**config.mk**
```make
export PLATFORM = sky130hd
export DESIGN_NAME = priority_decoder_2to4_buf
export DESIGN_NICKNAME = d
export VERILOG_FILES = /design/src/rtl/priority_decoder_2to4_buf.sv
export SDC_FILE = /design/constraint.sdc
export NUM_CORES = 1
export LEC_CHECK = 0
export BUFFER_PORTS_ARGS = -buffer_cell sky130_fd_sc_hd__buf_2
export CORE_MARGIN = 2
export CORE_UTILIZATION = 41
export CTS_CLUSTER_DIAMETER = 60
export DETAILED_ROUTE_END_ITERATION = 10
export MAX_ROUTING_LAYER = met4
export PLACE_DENSITY = 0.63
export SLEW_MARGIN = 20
export SYNTH_ARGS = -nofsm -noshare
export SYNTH_HDL_FRONTEND = slang
export SYNTH_SLANG_ARGS = --single-unit
```
**constraint.sdc**
```tcl
create_clock -name clk -period 4.8 [get_ports clk]
set_input_delay 0.48 -clock clk [delete_from_list [all_inputs] [get_ports clk]]
set_output_delay 0.48 -clock clk [all_outputs]
set_load 0.05 [all_outputs]
```
**src/rtl/priority_decoder_2to4_buf.sv**
```systemverilog
// Buffered 2-to-4 decoder: a DEPTH-entry FIFO of encoded indices presented as one-hot on a valid/ready output.
// Optional zero-latency bypass when empty is enabled by defining DEC_BYPASS_EN.
module priority_decoder_2to4_buf #(
    parameter  int CODE_W = 2,
    parameter  int DEPTH  = 4,
    localparam int OUT_W  = 1 << CODE_W,
    localparam int LVL_W  = $clog2(DEPTH + 1)
) (
    input  logic              clk,
    input  logic              rst_n,
    input  logic [CODE_W-1:0] in_code,
    input  logic              in_valid,
    output logic              in_ready,
    output logic [OUT_W-1:0]  out_onehot,
    output logic              out_valid,
    input  logic              out_ready,
    output logic [LVL_W-1:0]  level
);

    localparam int PTR_W = $clog2(DEPTH);

    logic [CODE_W-1:0] mem_q [DEPTH];
    logic [CODE_W-1:0] mem_d [DEPTH];
    logic [PTR_W-1:0]  wr_ptr_q, wr_ptr_d;
    logic [PTR_W-1:0]  rd_ptr_q, rd_ptr_d;
    logic [LVL_W-1:0]  level_q, level_d;

    logic              bypass;
    logic              fifo_valid;
    logic              push;
    logic              pop;
    logic [CODE_W-1:0] head_code;

    // rst_n gates in_ready and the bypass so every output sits at its reset value while reset is held.
    always_comb begin
        bypass = 1'b0;
`ifdef DEC_BYPASS_EN
        bypass = rst_n && in_valid && (level_q == '0);
`endif
        in_ready   = rst_n && (level_q != LVL_W'(DEPTH));
        fifo_valid = (level_q != '0);
        out_valid  = fifo_valid || bypass;
        head_code  = bypass ? in_code : mem_q[rd_ptr_q];
        out_onehot = out_valid ? (OUT_W'(1) << head_code) : '0;
        pop        = fifo_valid && out_ready;
        push       = in_valid && in_ready && !(bypass && out_ready);
    end

    always_comb begin
        mem_d    = mem_q;
        wr_ptr_d = wr_ptr_q;
        rd_ptr_d = rd_ptr_q;
        level_d  = level_q;
        if (push) begin
            mem_d[wr_ptr_q] = in_code;
            wr_ptr_d        = wr_ptr_q + PTR_W'(1);
        end
        if (pop) begin
            rd_ptr_d = rd_ptr_q + PTR_W'(1);
        end
        case ({push, pop})
            2'b10:   level_d = level_q + LVL_W'(1);
            2'b01:   level_d = level_q - LVL_W'(1);
            default: level_d = level_q;
        endcase
    end

    always_ff @(posedge clk or negedge rst_n) begin
        if (!rst_n) begin
            wr_ptr_q <= '0;
            rd_ptr_q <= '0;
            level_q  <= '0;
        end else begin
            wr_ptr_q <= wr_ptr_d;
            rd_ptr_q <= rd_ptr_d;
            level_q  <= level_d;
        end
    end

    // Storage needs no reset; level decides which entries are meaningful.
    always_ff @(posedge clk) begin
        mem_q <= mem_d;
    end

    assign level = level_q;

endmodule

```
-- Word-level counts from Yosys, hierarchy flattened
Cells that the tools add are included.
W data, S select, Z words.
- register bits after elaboration: 15
- bits of input ports: 6
- output and inout bits: 9
- logic and storage cells: 34
- add/subtract/negate cells: 4
- magnitude comparators: 3
- equality and inequality tests: 3
- shift-type cells: 1
- mux-type cells: 8
- bitwise gates (word level): 2
- reductions and logical operators: 6
- operator list (cell ; count):
    $bwmux W8 ; 1
    $ge A3 B3 Y1 const B ; 2
    $mux W2 ; 3
    $not A2 Y3 ; 2
    $pmux W3 S2 ; 1
    $add A2 B1 Y2 const B ; 2
    $bmux W2 S2 ; 1
    $demux W2 S2 ; 1
    $logic_and A1 B1 Y1 ; 4
    $mux W4 ; 1
    $shl A1 B2 Y4 const A ; 1
    $add A3 B1 Y3 const B ; 1
    $lt A3 B1 Y1 const B ; 1
    $ne A3 B3 Y1 const B ; 1
    $reduce_bool A3 Y1 ; 1
    $sub A3 B1 Y3 const B ; 1
    $eq A2 B1 Y1 const B ; 1
    $eq A2 B2 Y1 const B ; 1
    $reduce_bool A2 Y1 ; 1

-- Logic depth before layout (Yosys ltp)
- depth after elaboration: 6
- gate-level depth with buffers: 9
- depth with buffers taken out: 9

-- Worst setup path after synthesis
Ideal clock, no wire load.
- path type: register -> output
- start point: register level_q[2], in the netlist level[2]
- end point: output port out_onehot[0]
- arrival time: 2.348 ns
- required time: 4.320 ns
- path slack: 1.972 ns
- cell stages (with the launch flop): 5
- path buffers: 1
- path through: dfrtp_1 or3_1 buf_6 nand2b_1 o32ai_1
- word-level cells in the longest chain between the ends: 2
- ends and longest elaborated chain (item ; line ; text):
    from (decl) ; 26 ; logic [LVL_W-1:0] level_q, level_d;
    from (signal assigned) ; 76 ; level_q <= level_d;
    $reduce_bool A3 Y1 ; 41 ; fifo_valid = (level_q != '0);
    net out_valid ; 15 ; output logic out_valid,
    $mux W4 ; 44 ; out_onehot = out_valid ? (OUT_W'(1) << head_code) : '0;
    to (decl) ; 14 ; output logic [OUT_W-1:0] out_onehot,
The timed path passes the listed nets, and every way through them passes these cells.

-- Worst setup path in the final report
- start point: register rd_ptr_q[1]
- end point: output port out_onehot[0]
- word-level cells in the longest chain between the ends: 6
- ends and longest elaborated chain (item ; line ; text):
    from (decl) ; 25 ; logic [PTR_W-1:0] rd_ptr_q, rd_ptr_d;
    from (signal assigned) ; 75 ; rd_ptr_q <= rd_ptr_d;
    $not A2 Y3 (implied by the code) ; 43 ; head_code = bypass ? in_code : mem_q[rd_ptr_q];
    $bmux W2 S2 ; 43 ;
    $mux W2 (implied by the code) (2 in a row) ; 43 ;
    $shl A1 B2 Y4 ; 44 ;
    $mux W4 ; 44 ;
No other way between the ends. The select of a mux whose other input is x is not followed.

==> reports/metrics.yaml <==
critical_path_arrival_ns: 1.81
fin_hold_ws_ns: 0.0324
holdBufCountCts: 0
crit_path_start_kind: "flop"
critical_path_class: "reg -> out"
synth.area.top_cells: "edfxtp_1 29%, dfrtp_1 22%, ha_1 7.7%, o32ai_1 4.3%, mux2_2 4.1%"
finalHoldViolCount: 0
place_ws_ns: 2.74
fin_tns_setup_ns: 0
ff2ff_path_depth: 8
fin_nets: 94
period_needed_ns: 2.29
hold_path.class: "in -> async"
synthCells: 66
die_h_um: 48.6
slew_headroom_pct: 81.5
filler_cell_count: 190
async_flop_share_pct: 46.7
synth_nets: 78
synth_xor_area_share_pct: 6.45
synth_compound_area_share_pct: 6.91
register_area_um2: 415
htree_levels: 1
drv_cap: 0
slew_viol_final: 0
ios: 15
post_cts_resized: 0
synth_area_per_cell_um2: 12.3
cp-end-kind: "output port"
dieArea_um2: 2360
ant_nets: 0
synth_cell_types: 23
drive_above_1_share_pct: 28.4
antenna_found_initial: 0
portBuffers: 14
fmax_mhz: 437
synth_top_family_by_area: "simple AND/OR/NAND/NOR gates"
drt-wirelength-per-cell_um: 9.69
viasPerCell: 4.67
fp.dieW_um: 48.6
fin_cells: 108
cts_tree: "built"
numCtsBuffers: 3
yosysMostFrequentCell: "edfxtp_1"
grt-ovfl-total: 0
synthAdderAreaFrac_pct: 10.1
worstPathRequired_ns: 4.32
drc_errors: 0
clk-insertion-delay-late_ns: 0.27
fin_worst_skew_ns: 0.00782
dp.cells: 104
synthFlopType: "edfxtp_1"
antenna_cells: 0
path_clk_slew_ns: 0.08
crit_fanout: 6
rrSetupSlack_ns: 2.77
setup_viol: 0
post-cts-setup-buffer-count: 0
grt_pass1_vias: 429
gp_congestion: 0.738
drt-initial-drc-count: 8
syn_area_um2: 815
rr_startpoint: "level[2]$_DFFE_PN0P_"
ys_ff_latch: 15
grt_max_degree: 10
ys_seq_area_share_pct: 51.0
fin_crit_sh_pct: 47.6
clockRootBuffer: "clkbuf_4"
status: "complete, no violations"
synth_mux_area_share_pct: 8.45
finalWorstSetupSlack_ns: 2.51
drt_first_pass_iters: 4
synth_top_area_share_pct: 29.5
synth-simple-area-share_pct: 11.1
track_usage_pct: 9.88
grt_pass1_wl_mm: 1.73
cts_sinks: 15
synth_warnings: 0
netlist_top_cells_count: "8 x edfxtp_1, 7 x dfrtp_1, 6 x inv_1, 5 x ha_1, 5 x nand2_1"
reg2reg_to: "level[2]$_DFFE_PN0P_"
syn_to_final_growth_pct: 12.7
vias: 504
routed_wl_mm: 1.05
start_util_pct: 42.4
ctsLongestPathBuffers: 2
synth_top_area_cell: "edfxtp_1"
multi_input_area_um2: 350
synth-edff-count: 8
fp-row-count: 16
tightest_slew_ns: 0.278
core_area_um2: 1920
rsz0062_at_grt: "false"
==> how the worst max path moves through the flow <==
| stage | end | slack, ns | start | depth (start not counted) |
|---|---|---|---|---|
| after floorplan | out_onehot[0] | 1.97 | level[2]$_DFFE_PN0P_ | 4 |
| after global placement | level[2]$_DFFE_PN0P_ | 2.80 | rst_n | 10 |
| after detailed placement | level[2]$_DFFE_PN0P_ | 2.74 | rst_n | 10 |
| after CTS | out_onehot[0] | 2.49 | rd_ptr_q[1]$_DFFE_PN0P_ | 4 |
| after global routing | out_onehot[1] | 2.41 | rd_ptr_q[1]$_DFFE_PN0P_ | 4 |
| final | out_onehot[0] | 2.51 | rd_ptr_q[1]$_DFFE_PN0P_ | 4 |
==> critical path: stages, from the launching register on <==
cell	delay, ns
dfrtp_1	0.51
mux2_4	0.33
nand2b_1	0.15
o32ai_1	0.23
buf_2	0.31
==> metal layers <==
metal | up-vias | GRT usage (%) | part of all wire [%]
met2 | 11 | 15.0 | 51
met5 | - | - | 0
li1 | 256 | - | -
met3 | 2 | 1.85 | 3.9
met4 | 0 | 7.14 | 1.1
met1 | 235 | 11.8 | 44
==> flip-flops by register name (all words and copies together) (netlist names) <==
name	cells
mem_q	8
level	3
rd_ptr_q	2
wr_ptr_q	2
==> area by class of cell <==
class	count	area share (%)
clock buffer	4	2.86
inverter	6	2.45
multi-input combinational	42	38.1
sequential	15	45.2
tap	27	3.68
timing repair buffer	14	7.63
==> logic make-up after synthesis <==
| logic type | count (synthesis) |
|---|---|
| compound gates | 7 |
| xor+xnor | 6 |
| fa+ha+maj | 6 |
| buf+inv | 9 |
| flops | 15 |
| mux | 6 |
| simple gates | 17 |
==> through the flow <==
stage / util, % / instance area, um^2
CTS: 47.8 / 918
global placement: 46.4 / 892
global route: 47.8 / 918
finish: 47.8 / 918
floorplan: - / 815
detailed placement: 46.4 / 892
==> layout by cell type (no fill, tap or decap), types with 3 or more instances in the layout <==
master     n
ha_1       5
nand2b_1   3
xnor2_1    3
and2_1     4
o32ai_1    4
nand2_1    5
clkbuf_4   3
dfrtp_1    7
mux2_2     3
edfxtp_1   8
buf_2     14
xor2_1     3
inv_1      6
Power is left out: the tool's default activity adds up to more than one toggle a clock period on the data nets, which glitch-free logic cannot reach.
